--- config.mk ---
export PLATFORM = sky130hd
export DESIGN_NAME = seq_gen
export DESIGN_NICKNAME = d
export VERILOG_FILES = /design/src/rtl/seq_gen.sv
export SDC_FILE = /design/constraint.sdc
export NUM_CORES = 1
export LEC_CHECK = 0
export BUFFER_PORTS_ARGS = -buffer_cell sky130_fd_sc_hd__buf_2
export CAP_MARGIN = 0
export CORE_MARGIN = 2
export CORE_UTILIZATION = 53
export DETAILED_ROUTE_END_ITERATION = 16
export PLACE_DENSITY = 0.76
export SKIP_LAST_GASP = 1
export SYNTH_ARGS = -nofsm -noshare
export SYNTH_HDL_FRONTEND = slang
export SYNTH_SLANG_ARGS = --single-unit
--- constraint.sdc ---
create_clock -name clk -period 1.85 [get_ports clk]
set_input_delay 0.185 -clock clk [delete_from_list [all_inputs] [get_ports clk]]
set_output_delay 0.185 -clock clk [all_outputs]
set_load 0.03 [all_outputs]
--- src/rtl/seq_gen.sv ---
// ============================================================================
// Module   : seq_gen
// Brief    : Serial bit-pattern transmitter, MSB-first with valid/first/done.
// Revision : 1.0
// ============================================================================
`default_nettype none

module seq_gen #(
    parameter int PAT_W = 8,
    parameter int LEN_W = 3,
    parameter int CNT_W = 8,
    parameter int GAP_W = 4
) (
    input  logic             clk,
    input  logic             rst_n,
    input  logic             start,
    input  logic [PAT_W-1:0] pattern,
    input  logic [LEN_W-1:0] len_m1,
    input  logic [CNT_W-1:0] repeat_m1,
    input  logic [GAP_W-1:0] gap_len,
    input  logic             abort,
    output logic             ready,
    output logic             data_out,
    output logic             data_valid,
    output logic             first_bit,
    output logic             done
);

    typedef enum logic [1:0] {
        S_IDLE = 2'd0,
        S_SEND = 2'd1,
        S_GAP  = 2'd2
    } state_t;

    state_t             r_state, w_state_nxt;
    logic [PAT_W-1:0]   r_pat, w_pat_nxt;
    logic [LEN_W-1:0]   r_len, w_len_nxt;
    logic [CNT_W-1:0]   r_rep, w_rep_nxt;
    logic [GAP_W-1:0]   r_gap, w_gap_nxt;
    logic [LEN_W-1:0]   r_bit_idx, w_bit_idx_nxt;
    logic [CNT_W-1:0]   r_rep_cnt, w_rep_cnt_nxt;
    logic [GAP_W-1:0]   r_gap_cnt, w_gap_cnt_nxt;
    logic               r_data_out, w_data_out_nxt;
    logic               r_data_valid, w_data_valid_nxt;
    logic               r_first_bit, w_first_bit_nxt;
    logic               r_done, w_done_nxt;
    logic               r_ready, w_ready_nxt;
    logic [LEN_W-1:0]   w_bit_dec;

    assign w_bit_dec = r_bit_idx - LEN_W'(1);

    always_ff @(posedge clk or negedge rst_n) begin
        if (!rst_n) begin
            r_state      <= S_IDLE;
            r_pat        <= '0;
            r_len        <= '0;
            r_rep        <= '0;
            r_gap        <= '0;
            r_bit_idx    <= '0;
            r_rep_cnt    <= '0;
            r_gap_cnt    <= '0;
            r_data_out   <= 1'b0;
            r_data_valid <= 1'b0;
            r_first_bit  <= 1'b0;
            r_done       <= 1'b0;
            r_ready      <= 1'b1;
        end else begin
            r_state      <= w_state_nxt;
            r_pat        <= w_pat_nxt;
            r_len        <= w_len_nxt;
            r_rep        <= w_rep_nxt;
            r_gap        <= w_gap_nxt;
            r_bit_idx    <= w_bit_idx_nxt;
            r_rep_cnt    <= w_rep_cnt_nxt;
            r_gap_cnt    <= w_gap_cnt_nxt;
            r_data_out   <= w_data_out_nxt;
            r_data_valid <= w_data_valid_nxt;
            r_first_bit  <= w_first_bit_nxt;
            r_done       <= w_done_nxt;
            r_ready      <= w_ready_nxt;
        end
    end

    // Outputs are computed for the state being entered so they can be registered.
    always_comb begin
        w_state_nxt      = r_state;
        w_pat_nxt        = r_pat;
        w_len_nxt        = r_len;
        w_rep_nxt        = r_rep;
        w_gap_nxt        = r_gap;
        w_bit_idx_nxt    = r_bit_idx;
        w_rep_cnt_nxt    = r_rep_cnt;
        w_gap_cnt_nxt    = r_gap_cnt;
        w_data_out_nxt   = 1'b0;
        w_data_valid_nxt = 1'b0;
        w_first_bit_nxt  = 1'b0;
        w_done_nxt       = 1'b0;
        w_ready_nxt      = 1'b0;

        case (r_state)
            S_IDLE: begin
                w_ready_nxt = 1'b1;
                if (start) begin
                    w_pat_nxt        = pattern;
                    w_len_nxt        = len_m1;
                    w_rep_nxt        = repeat_m1;
                    w_gap_nxt        = gap_len;
                    w_bit_idx_nxt    = len_m1;
                    w_rep_cnt_nxt    = '0;
                    w_state_nxt      = S_SEND;
                    w_ready_nxt      = 1'b0;
                    w_data_valid_nxt = 1'b1;
                    w_data_out_nxt   = pattern[len_m1];
                    w_first_bit_nxt  = 1'b1;
                end
            end
            S_SEND: begin
                if (abort) begin
                    w_state_nxt = S_IDLE;
                    w_ready_nxt = 1'b1;
                end else if (r_bit_idx != '0) begin
                    w_bit_idx_nxt    = w_bit_dec;
                    w_data_valid_nxt = 1'b1;
                    w_data_out_nxt   = r_pat[w_bit_dec];
                end else if (r_rep_cnt == r_rep) begin
                    w_state_nxt = S_IDLE;
                    w_done_nxt  = 1'b1;
                    w_ready_nxt = 1'b1;
                end else begin
                    w_rep_cnt_nxt = r_rep_cnt + CNT_W'(1);
                    if (r_gap == '0) begin
                        w_bit_idx_nxt    = r_len;
                        w_data_valid_nxt = 1'b1;
                        w_data_out_nxt   = r_pat[r_len];
                        w_first_bit_nxt  = 1'b1;
                    end else begin
                        w_gap_cnt_nxt = r_gap;
                        w_state_nxt   = S_GAP;
                    end
                end
            end
            S_GAP: begin
                if (abort) begin
                    w_state_nxt = S_IDLE;
                    w_ready_nxt = 1'b1;
                end else if (r_gap_cnt == GAP_W'(1)) begin
                    w_state_nxt      = S_SEND;
                    w_bit_idx_nxt    = r_len;
                    w_data_valid_nxt = 1'b1;
                    w_data_out_nxt   = r_pat[r_len];
                    w_first_bit_nxt  = 1'b1;
                end else begin
                    w_gap_cnt_nxt = r_gap_cnt - GAP_W'(1);
                end
            end
            default: begin
                w_state_nxt = S_IDLE;
                w_ready_nxt = 1'b1;
            end
        endcase
    end

    assign ready      = r_ready;
    assign data_out   = r_data_out;
    assign data_valid = r_data_valid;
    assign first_bit  = r_first_bit;
    assign done       = r_done;

endmodule

`default_nettype wire

==> results.cfg, run 1 <==
[final_layout]
diodes = 0
nNetsFinal = 349
syn2layout_area_growth_pct = 24.26
final_area_mm2 = 0.003397
layout-drive-gt1-share = 0.4299

[floorplan]
start_util = 0.5422
die_width_um = 75.82
die_h_um = 75.82
coreArea_mm2 = 0.005042
die_area_mm2 = 0.005749
io_pins = 32
rows = 26

[sta]
drv_slew = 0
layout_min_cycle_time_ns = 1.860
setup-tns-final_ns = -0.02327
max-slew-margin-rel = 0.6676
tightest_slew_ns = 0.4986
max_freq_mhz = 537.5
hold_violations = 0
rsz0062_at_grt = yes
fin_skew_ns = 0.005240
finalCritPeriodShare = 1.006
finalSetupViolCount = 3
setup_ws_ns = -0.01038
hold_slack_ns = 0.1117

[synthesis]
yosysSeqAreaShare = 0.4124
yosysWarnings = 0
syn_area_per_cell_um2 = 10.98
synth_area_leader_cell = dfrtp_1
ys.flop_type = dfrtp_1
synth_top_area_frac = 0.4027
synthCells = 249
ys_types = 55
ys_ff_latch = 45
synthesis.area_mm2 = 0.002734
synth-edff-count = 0
synth-async-reset-ratio = 1.000
synthesis.nets = 285
synthTopCellsByArea = dfrtp_1 40%, mux2_2 12%, mux4_2 4.9%

[worst_setup_path]
worst_path_largest_cell_delay_ns = 0.46
cp_top_family = compound AO/OA/AOI/OAI gates
cp.required_ns = 2.03
path_cells = inv_2 > ha_4 > nand2_1 > a21oi_2 > nand2_1 > a221oi_4 > mux2_4
cp-start-kind = flip-flop
crit_fanout = 5
path_buf_inv = 1
cp_slowest_cell = dfrtp_2
crit-reg2reg-launch = r_state[0]
crit_type = flip-flop to flip-flop
worst-r2r-setup-slack_ns = -0.01
reg2reg_depth = 7
arrival_ns = 2.04
r2r_end = r_bit_idx[2]
critical_path.endpoint_type = flip-flop
cp_common_cell = nand2_1

[route]
drcViolationCount = 0
totalWireLength_um = 6238
num_vias = 2208
drt.antenna.violating_nets = 0
drt-initial-drc-count = 159
wl_per_cell_um = 16.24
via_per_inst = 5.750
drtPass1Iterations = 4

[global_route]
grt_usage = 0.2273
antenna_found_initial = 0
grt_pass1_wl_um = 9901
grt_max_degree = 23
grt.overflow.total = 0
grt_pass1_vias = 2176

[cts]
clockBufferDepth = 2
path_clk_slew_ns = 0.09
clk_latency_ns = 0.30
root_buffer = clkbuf_8
cts_tree = yes
cts_buffers = 5
numClockSinks = 45
cts_max_level = 2

[placed_design]
port_buffers = 31
dp_hpwl_um = 4522
place_congestion = 0.8780
placedInstanceArea_mm2 = 0.003167

[outcome]
violations = negative setup slack
run_status = complete, but fails checks

[power_and_ir_drop]
pwr-share-comb = 0.574
vdd_drop_max_mv = 0.7769
power.internal_mw = 3.346
total_power_mw = 5.593
clkPwrFrac = 0.107
power.share.switching = 0.4018
p_sw_mw = 2.247
power_density_mw_per_mm2 = 1646
power_frac_seq = 0.319
p_leak_nw = 1.457

[min_path]
hold_end = r_gap[2]
hp-start = gap_len[2]
whs_path_depth = 2
hp-class = input pin to flip-flop

[job]
max-cap-violations = 0
area by class of cell:
class,count,area (um^2)
inverter,9,33.78
fill,371,1645
clock buffer,5,68.82
tap,70,87.58
multi-input combinational,186,1637
sequential,45,1129
timing repair buffer,66,424.2
clock inverter,3,17.52
power by group through the flow:
stage / clock (mW) / combinational, mW / sequential (mW)
3_5_place_dp: 0 / 2.86 / 1.76
4_1_cts: 0.621 / 2.89 / 1.73
5_1_grt: 0.654 / 3.47 / 1.84
6_report: 0.600 / 3.21 / 1.78
3_3_place_gp: 0 / 2.77 / 1.73
2_1_floorplan: 0 / 1.96 / 1.79
cells by family (layout without fill, tap and decap cells):
logic type / count (synthesis) / after routing / synth area share
AND/OR/NAND/NOR: 75 / 75 / 0.1474
multiplexers: 43 / 43 / 0.1977
adder cells (fa/ha/maj): 9 / 9 / 0.04119
buffers and inverters: 18 / 83 / 0.02792
AO/OA/AOI/OAI: 49 / 49 / 0.1387
XOR/XNOR: 10 / 10 / 0.03479
flip-flops: 45 / 45 / 0.4124
how the worst max path moves through the flow:
stage                             from      endpoint  slack, ns  cells after the start
after floorplan             r_state[0]  r_bit_idx[0]       0.02                      8
after global placement    r_gap_cnt[1]  r_bit_idx[0]       0.03                      5
after detailed placement  r_gap_cnt[1]  r_bit_idx[2]     -0.003                      5
after CTS                 r_gap_cnt[1]  r_bit_idx[2]     -0.008                      5
after global routing        r_state[0]  r_bit_idx[2]      -0.10                      7
final                       r_state[0]  r_bit_idx[2]      -0.01                      7
flip-flops by register name, indices dropped and copies added, names as in the netlist:
name,flops
r_pat,8
r_rep,8
r_rep_cnt,8
r_gap,4
r_gap_cnt,4
r_bit_idx,3
r_len,3
r_state,2
data_out,1
data_valid,1
done,1
first_bit,1
ready,1
cells in the final DEF, fill, tap and decap left out, drive strengths merged, types with 9 or more instances in the layout:
master and count:
nor2 17, o21ai 10, inv 9, ha 9, buf 65, mux2 28
dfrtp 44, nand3 11, nand2 22, mux2i 9, xnor2 10
through the flow:
| step | std cells | util | setup slack [ns] |
|---|---|---|---|
| floorplan | 249 | - | 0.02439 |
| global placement | 372 | 0.6280 | 0.03453 |
| detailed placement | 372 | 0.6280 | -0.003238 |
| CTS | 381 | 0.6476 | -0.007952 |
| global route | 384 | 0.6737 | -0.1037 |
| finish | 384 | 0.6737 | -0.01038 |
repair_timing:
| action | CTS | global route |
|---|---|---|
| hold endpoints to repair | 20 | 0 |
| pin swaps | 1 | 4 |
| hold buffers | 1 | 0 |
| buffers inserted | 0 | 3 |
| resized for setup | 1 | 29 |
| endpoints found under the setup margin | 4 | 15 |
routing by layer:
layer	vias to the layer above	wire length [um]	global-route usage	part of all wire
met4	0	46	0.07212	0.0074
met2	74	3307	0.3793	0.53
li1	1055	-	-	-
met3	4	318	0.03836	0.051
met1	1075	2566	0.3022	0.41
met5	-	0	0	0
cell usage after synthesis, types with 7 or more instances:
library cell	instances
buf_2	7
o21ai_0	7
inv_1	8
ha_1	9
xnor2_1	9
mux2i_1	9
dfrtp_1	44
nor2_1	17
nand2_1	22
nand3_1	11
mux2_2	28
(Power assumes the default switching activity.)
==> run 2: changes to the inputs <==
--- a/config.mk
+++ b/config.mk
@@ -8,9 +8,8 @@
 export BUFFER_PORTS_ARGS = -buffer_cell sky130_fd_sc_hd__buf_2
 export CAP_MARGIN = 0
 export CORE_MARGIN = 2
-export CORE_UTILIZATION = 53
+export CORE_UTILIZATION = 35
 export DETAILED_ROUTE_END_ITERATION = 16
-export PLACE_DENSITY = 0.76
 export SKIP_LAST_GASP = 1
 export SYNTH_ARGS = -nofsm -noshare
 export SYNTH_HDL_FRONTEND = slang
==> run 2 against run 1 <==
  * Sequential power fell by 2%
  * Final area rose by 1.6%
  * Register-to-register slack improved by 0.02 ns
  * Highest routed layer unchanged
  * Fmax rose by 0.90%
  * Setup slack improved by 0.017 ns
  * Critical path type unchanged
  * The run now ends clean
==> results.cfg, run 2 (synthesized netlist as in run 1, its figures left out) <==
[route]
via_per_inst = 5.251
dr_wl_met3_um = 158
drcViolationCount = 0
drt-initial-drc-count = 118
wl_met2_um = 3057
wl_per_cell_um = 15.03
wl_met1_um = 2937
totalWireLength_um = 6284
num_vias = 2195
drt.antenna.violating_nets = 0
drtPass1Iterations = 4
highest_layer = met4

[worst_setup_path]
cp-start-kind = flip-flop
crit-reg2reg-launch = r_gap_cnt[1]
crit_type = flip-flop to flip-flop
critical_path.endpoint_type = flip-flop
startpoint = r_gap_cnt[1]
cp.required_ns = 2.05
arrival_ns = 2.04
crit_fanout = 4
worst-r2r-setup-slack_ns = 0.006

[sta]
drv_slew = 0
rsz0062_at_grt = yes
max-slew-margin-rel = 0.6273
finalCritPeriodShare = 0.9967
tightest_slew_ns = 0.5591
hold_violations = 0
hold_slack_ns = 0.1168
layout_min_cycle_time_ns = 1.844
max_freq_mhz = 542.4
finalSetupViolCount = 0
fin_skew_ns = 0.01364

[final_layout]
diodes = 0
fillCellCount = 710
top_regs = r_pat x8, r_rep x8, r_rep_cnt x8
final_cell_mix = 44 x dfrtp_1, 35 x buf_4, 31 x buf_2
syn2layout_area_growth_pct = 26.27
layout.cells.most_common = dfrtp_1
final_area_mm2 = 0.003452
nNetsFinal = 351
layout-drive-gt1-share = 0.4304
final_util = 0.4514

[global_route]
grt_pass1_wl_um = 10690
grt_max_degree = 24
grt.overflow.total = 0
antenna_found_initial = 0
grt_usage = 0.1556
grt_pass1_vias = 2288

[power_and_ir_drop]
vdd_drop_max_mv = 0.6514
p_leak_nw = 1.466
power_density_mw_per_mm2 = 1621

[cts]
path_clk_slew_ns = 0.09
cts_buffers = 5
root_buffer = clkbuf_8
numClockSinks = 45
clk_latency_ns = 0.30
cts_max_level = 2
clockBufferDepth = 2
cts_tree = yes

[placed_design]
dp_hpwl_um = 4702
place_congestion = 0.8452
placedInstanceArea_mm2 = 0.003227
port_buffers = 31

[floorplan]
die_h_um = 92.38
io_pins = 32
coreArea_mm2 = 0.007647
rows = 32
die_area_mm2 = 0.008534
start_util = 0.3575
die_width_um = 92.38

[min_path]
hp-start = gap_len[2]
hp-class = input pin to flip-flop

[outcome]
run_status = finished, final reports clean

[job]
max-cap-violations = 0
[run 2: changes by cell type in the layout (fill, tap and decap cells not counted), moves of 2 or more]
cell / delta
clkinv_2: -2
xnor2_1: +2
buf_4: +2
xnor2_2: -2
clkbuf_1: +2
[run 2: critical path, cell delays in order, from the launching register on]
cell and delay [ns]:
dfrtp_1 0.39, inv_2 0.08, ha_4 0.12, or3b_4 0.42, a221oi_4 0.40, mux2_4 0.34
[run 2: power by group]
| group | switching, mW | internal [mW] | leakage [nW] | total [mW] |
|---|---|---|---|---|
| Clock | 0.324 | 0.305 | 0.0455 | 0.629 |
| Combinational | 1.51 | 1.71 | 0.870 | 3.22 |
| Sequential | 0.338 | 1.40 | 0.551 | 1.74 |
| Total | 2.17 | 3.42 | 1.47 | 5.59 |
[run 2: layout make-up]
| cell class | instances | area, um^2 | area share |
|---|---|---|---|
| Clock buffer | 8 | 90.09 | 0.02610 |
| Tap cell | 102 | 127.6 | 0.03697 |
| Sequential cell | 45 | 1127 | 0.3266 |
| Multi-Input combinational cell | 186 | 1625 | 0.4708 |
| Inverter | 9 | 33.78 | 0.009786 |
| Timing Repair Buffer | 68 | 447.9 | 0.1298 |
[run 2: stage by stage]
| step | setup TNS [ns] | setup WS (ns) | std cells | total power, mW |
|---|---|---|---|---|
| floorplan | 0 | 0.02439 | 249 | 3.746 |
| global placement | 0 | 0.03085 | 405 | 4.565 |
| detailed placement | -0.06539 | -0.02903 | 405 | 4.635 |
| CTS | -0.005424 | -0.005424 | 415 | 5.313 |
| global route | -0.2140 | -0.07003 | 418 | 6.040 |
| finish | 0 | 0.006193 | 418 | 5.594 |
[run 2: final timing paths]
check,endpoint,cells after the start
worst max register to register,r_bit_idx[2],5
worst max-delay path,r_bit_idx[2],5
min in group asynchronous,data_out,2
worst min-delay path,r_gap[2],2
worst min register to register,r_rep[7],1
max in group asynchronous,ready,3
[run 2: timing repair]
action	CTS	global route
pin swaps	2	2
hold buffers	1	0
gates resized for setup	3	25
buffers inserted	1	3
endpoints found under the hold margin	22	0
endpoints found under the setup margin	4	16
[run 2: routing by layer]
metal / GRT usage / up-vias
met5: 0 / -
met4: 0.05597 / 0
met3: 0.02848 / 10
met2: 0.2530 / 38
met1: 0.2078 / 1087
li1: - / 1060
==> run 3: changes to the inputs <==
--- a/config.mk
+++ b/config.mk
@@ -8,8 +8,10 @@
 export BUFFER_PORTS_ARGS = -buffer_cell sky130_fd_sc_hd__buf_2
 export CAP_MARGIN = 0
 export CORE_MARGIN = 2
-export CORE_UTILIZATION = 35
+export CORE_UTILIZATION = 45
+export CTS_BUF_LIST = sky130_fd_sc_hd__clkbuf_8
 export DETAILED_ROUTE_END_ITERATION = 16
+export PLACE_DENSITY = 0.67
 export SKIP_LAST_GASP = 1
 export SYNTH_ARGS = -nofsm -noshare
 export SYNTH_HDL_FRONTEND = slang
==> run 3 against run 2 <==
  * Non-clock buffer count shrank 2
  * Critical path depth is the same
  * Setup slack lost 0.0028 ns
  * First-iteration DRC count shrank 19%
  * Clock power grew 39%
==> results.cfg, run 3 (synthesized netlist as in run 1, its figures left out) <==
[outcome]
run_status = finished, final reports clean

[route]
totalWireLength_um = 6066
wl_per_cell_um = 15.59
drcViolationCount = 0
drtPass1Iterations = 4
drt-initial-drc-count = 96
via_per_inst = 5.602
num_vias = 2179
drt.antenna.violating_nets = 0

[placed_design]
place_inst = 376
place_ws_ns = -0.05121
dp_hpwl_um = 4574
port_buffers = 31
place_congestion = 0.8624

[final_layout]
top_regs = r_pat x8, r_rep x8, r_rep_cnt x8
layout.cells.most_common = dfrtp_1
syn2layout_area_growth_pct = 25.03
final_cells = 389
final_cell_mix = 44 x dfrtp_1, 33 x buf_4, 31 x buf_2
layout-drive-gt1-share = 0.4236
nNetsFinal = 349
diodes = 0

[power_and_ir_drop]
vdd_drop_max_mv = 0.6991
p_leak_nw = 1.470
power_density_mw_per_mm2 = 1690

[floorplan]
die_area_mm2 = 0.006715
start_util = 0.4645
die_h_um = 81.95
rows = 28
die_width_um = 81.95
coreArea_mm2 = 0.005886
io_pins = 32

[worst_setup_path]
crit_type = flip-flop to flip-flop
cp_top_family = simple AND/OR/NAND/NOR gates
critical_path.endpoint_type = flip-flop
crit_fanout = 3
cp.required_ns = 2.04
arrival_ns = 2.04
cp-start-kind = flip-flop
worst_path_largest_cell_delay_ns = 0.41
path_buf_inv = 1
cp_slowest_cell = or3b_4
path_cells = inv_2 > ha_4 > or3b_4 > a221oi_4 > mux2_4

[cts]
cts_tree = yes
clockBufferDepth = 2
numClockSinks = 45
cts_buffers = 5
cts_max_level = 2
root_buffer = clkbuf_8
path_clk_slew_ns = 0.09
clk_latency_ns = 0.30

[sta]
drv_slew = 0
hold_violations = 0
setup_ws_ns = 0.003409
finalCritPeriodShare = 0.9982
rsz0062_at_grt = yes
tightest_slew_ns = 0.5697
max_freq_mhz = 541.5
layout_min_cycle_time_ns = 1.847
max-slew-margin-rel = 0.6202
fin_skew_ns = 0.009066
hold_slack_ns = 0.1096
setup-tns-final_ns = 0
finalSetupViolCount = 0

[global_route]
grt_max_degree = 46
grt.overflow.total = 0
grtUsageMet2 = 0.3203
grt_usage = 0.1965
use_met3 = 0.03297
grt_use_met1 = 0.2681
grt_pass1_wl_um = 10010
top_usage_layer = met2
grt_pass1_vias = 2076
antenna_found_initial = 0

[min_path]
hp-class = input pin to flip-flop

[job]
max-cap-violations = 0
-- run 3: changes by cell type in the layout (fill, tap and decap cells not counted), sizes merged --
cell | before | now
buf | 67 | 65
bufinv | 0 | 2
clkbuf | 8 | 5
clkinv | 0 | 1
-- run 3: through the flow --
step	util	instance area [um^2]	power [mW]
after floorplan	-	2734	3.746
after global placement	0.5378	3166	4.546
after detailed placement	0.5378	3166	4.646
after CTS	0.5659	3331	5.589
after global routing	0.5808	3418	6.180
final	0.5808	3418	5.776
-- run 3: worst paths after layout --
check | cells past startpoint | end | slack (ns) | start
worst min-delay path | 2 | r_gap[0] | 0.11 | gap_len[0]
worst max register to register | 5 | r_bit_idx[1] | 0.003 | r_gap_cnt[1]
worst min register to register | 1 | r_rep[0] | 0.53 | r_rep[0]
max in group asynchronous | 3 | r_pat[7] | 0.97 | rst_n
min in group asynchronous | 3 | r_gap_cnt[1] | 0.49 | rst_n
worst max-delay path | 5 | r_bit_idx[1] | 0.003 | r_gap_cnt[1]
-- run 3: report_power, final --
part / leakage, nW / switching (mW) / total [mW] / internal [mW]
Sequential: 0.551 / 0.341 / 1.75 / 1.40
Combinational: 0.851 / 1.49 / 3.16 / 1.67
Clock: 0.0681 / 0.339 / 0.875 / 0.536
-- run 3: what timing repair did --
action,4_1_cts,5_1_grt
pin swaps,1,2
hold buffers,1,0
hold endpoints to repair,44,0
setup buffers,1,3
resized for setup,5,19
setup endpoints to repair,7,13
-- run 3: area by class of cell --
class	count	area [um^2]
timing repair buffer	66	424.2
tap	75	93.84
clock inverter	3	65.06
clock buffer	5	68.82
sequential	45	1127
multi-input combinational	186	1605
inverter	9	33.78
fill	499	2467
-- run 3: metal layers --
layer  routed length [um]  share of wire  up-vias
met1                 2828           0.47     1076
met4                   86          0.014        0
met3                  193          0.032        8
li1                     -              -     1054
met5                    0              0        -
met2                 2958           0.49       41
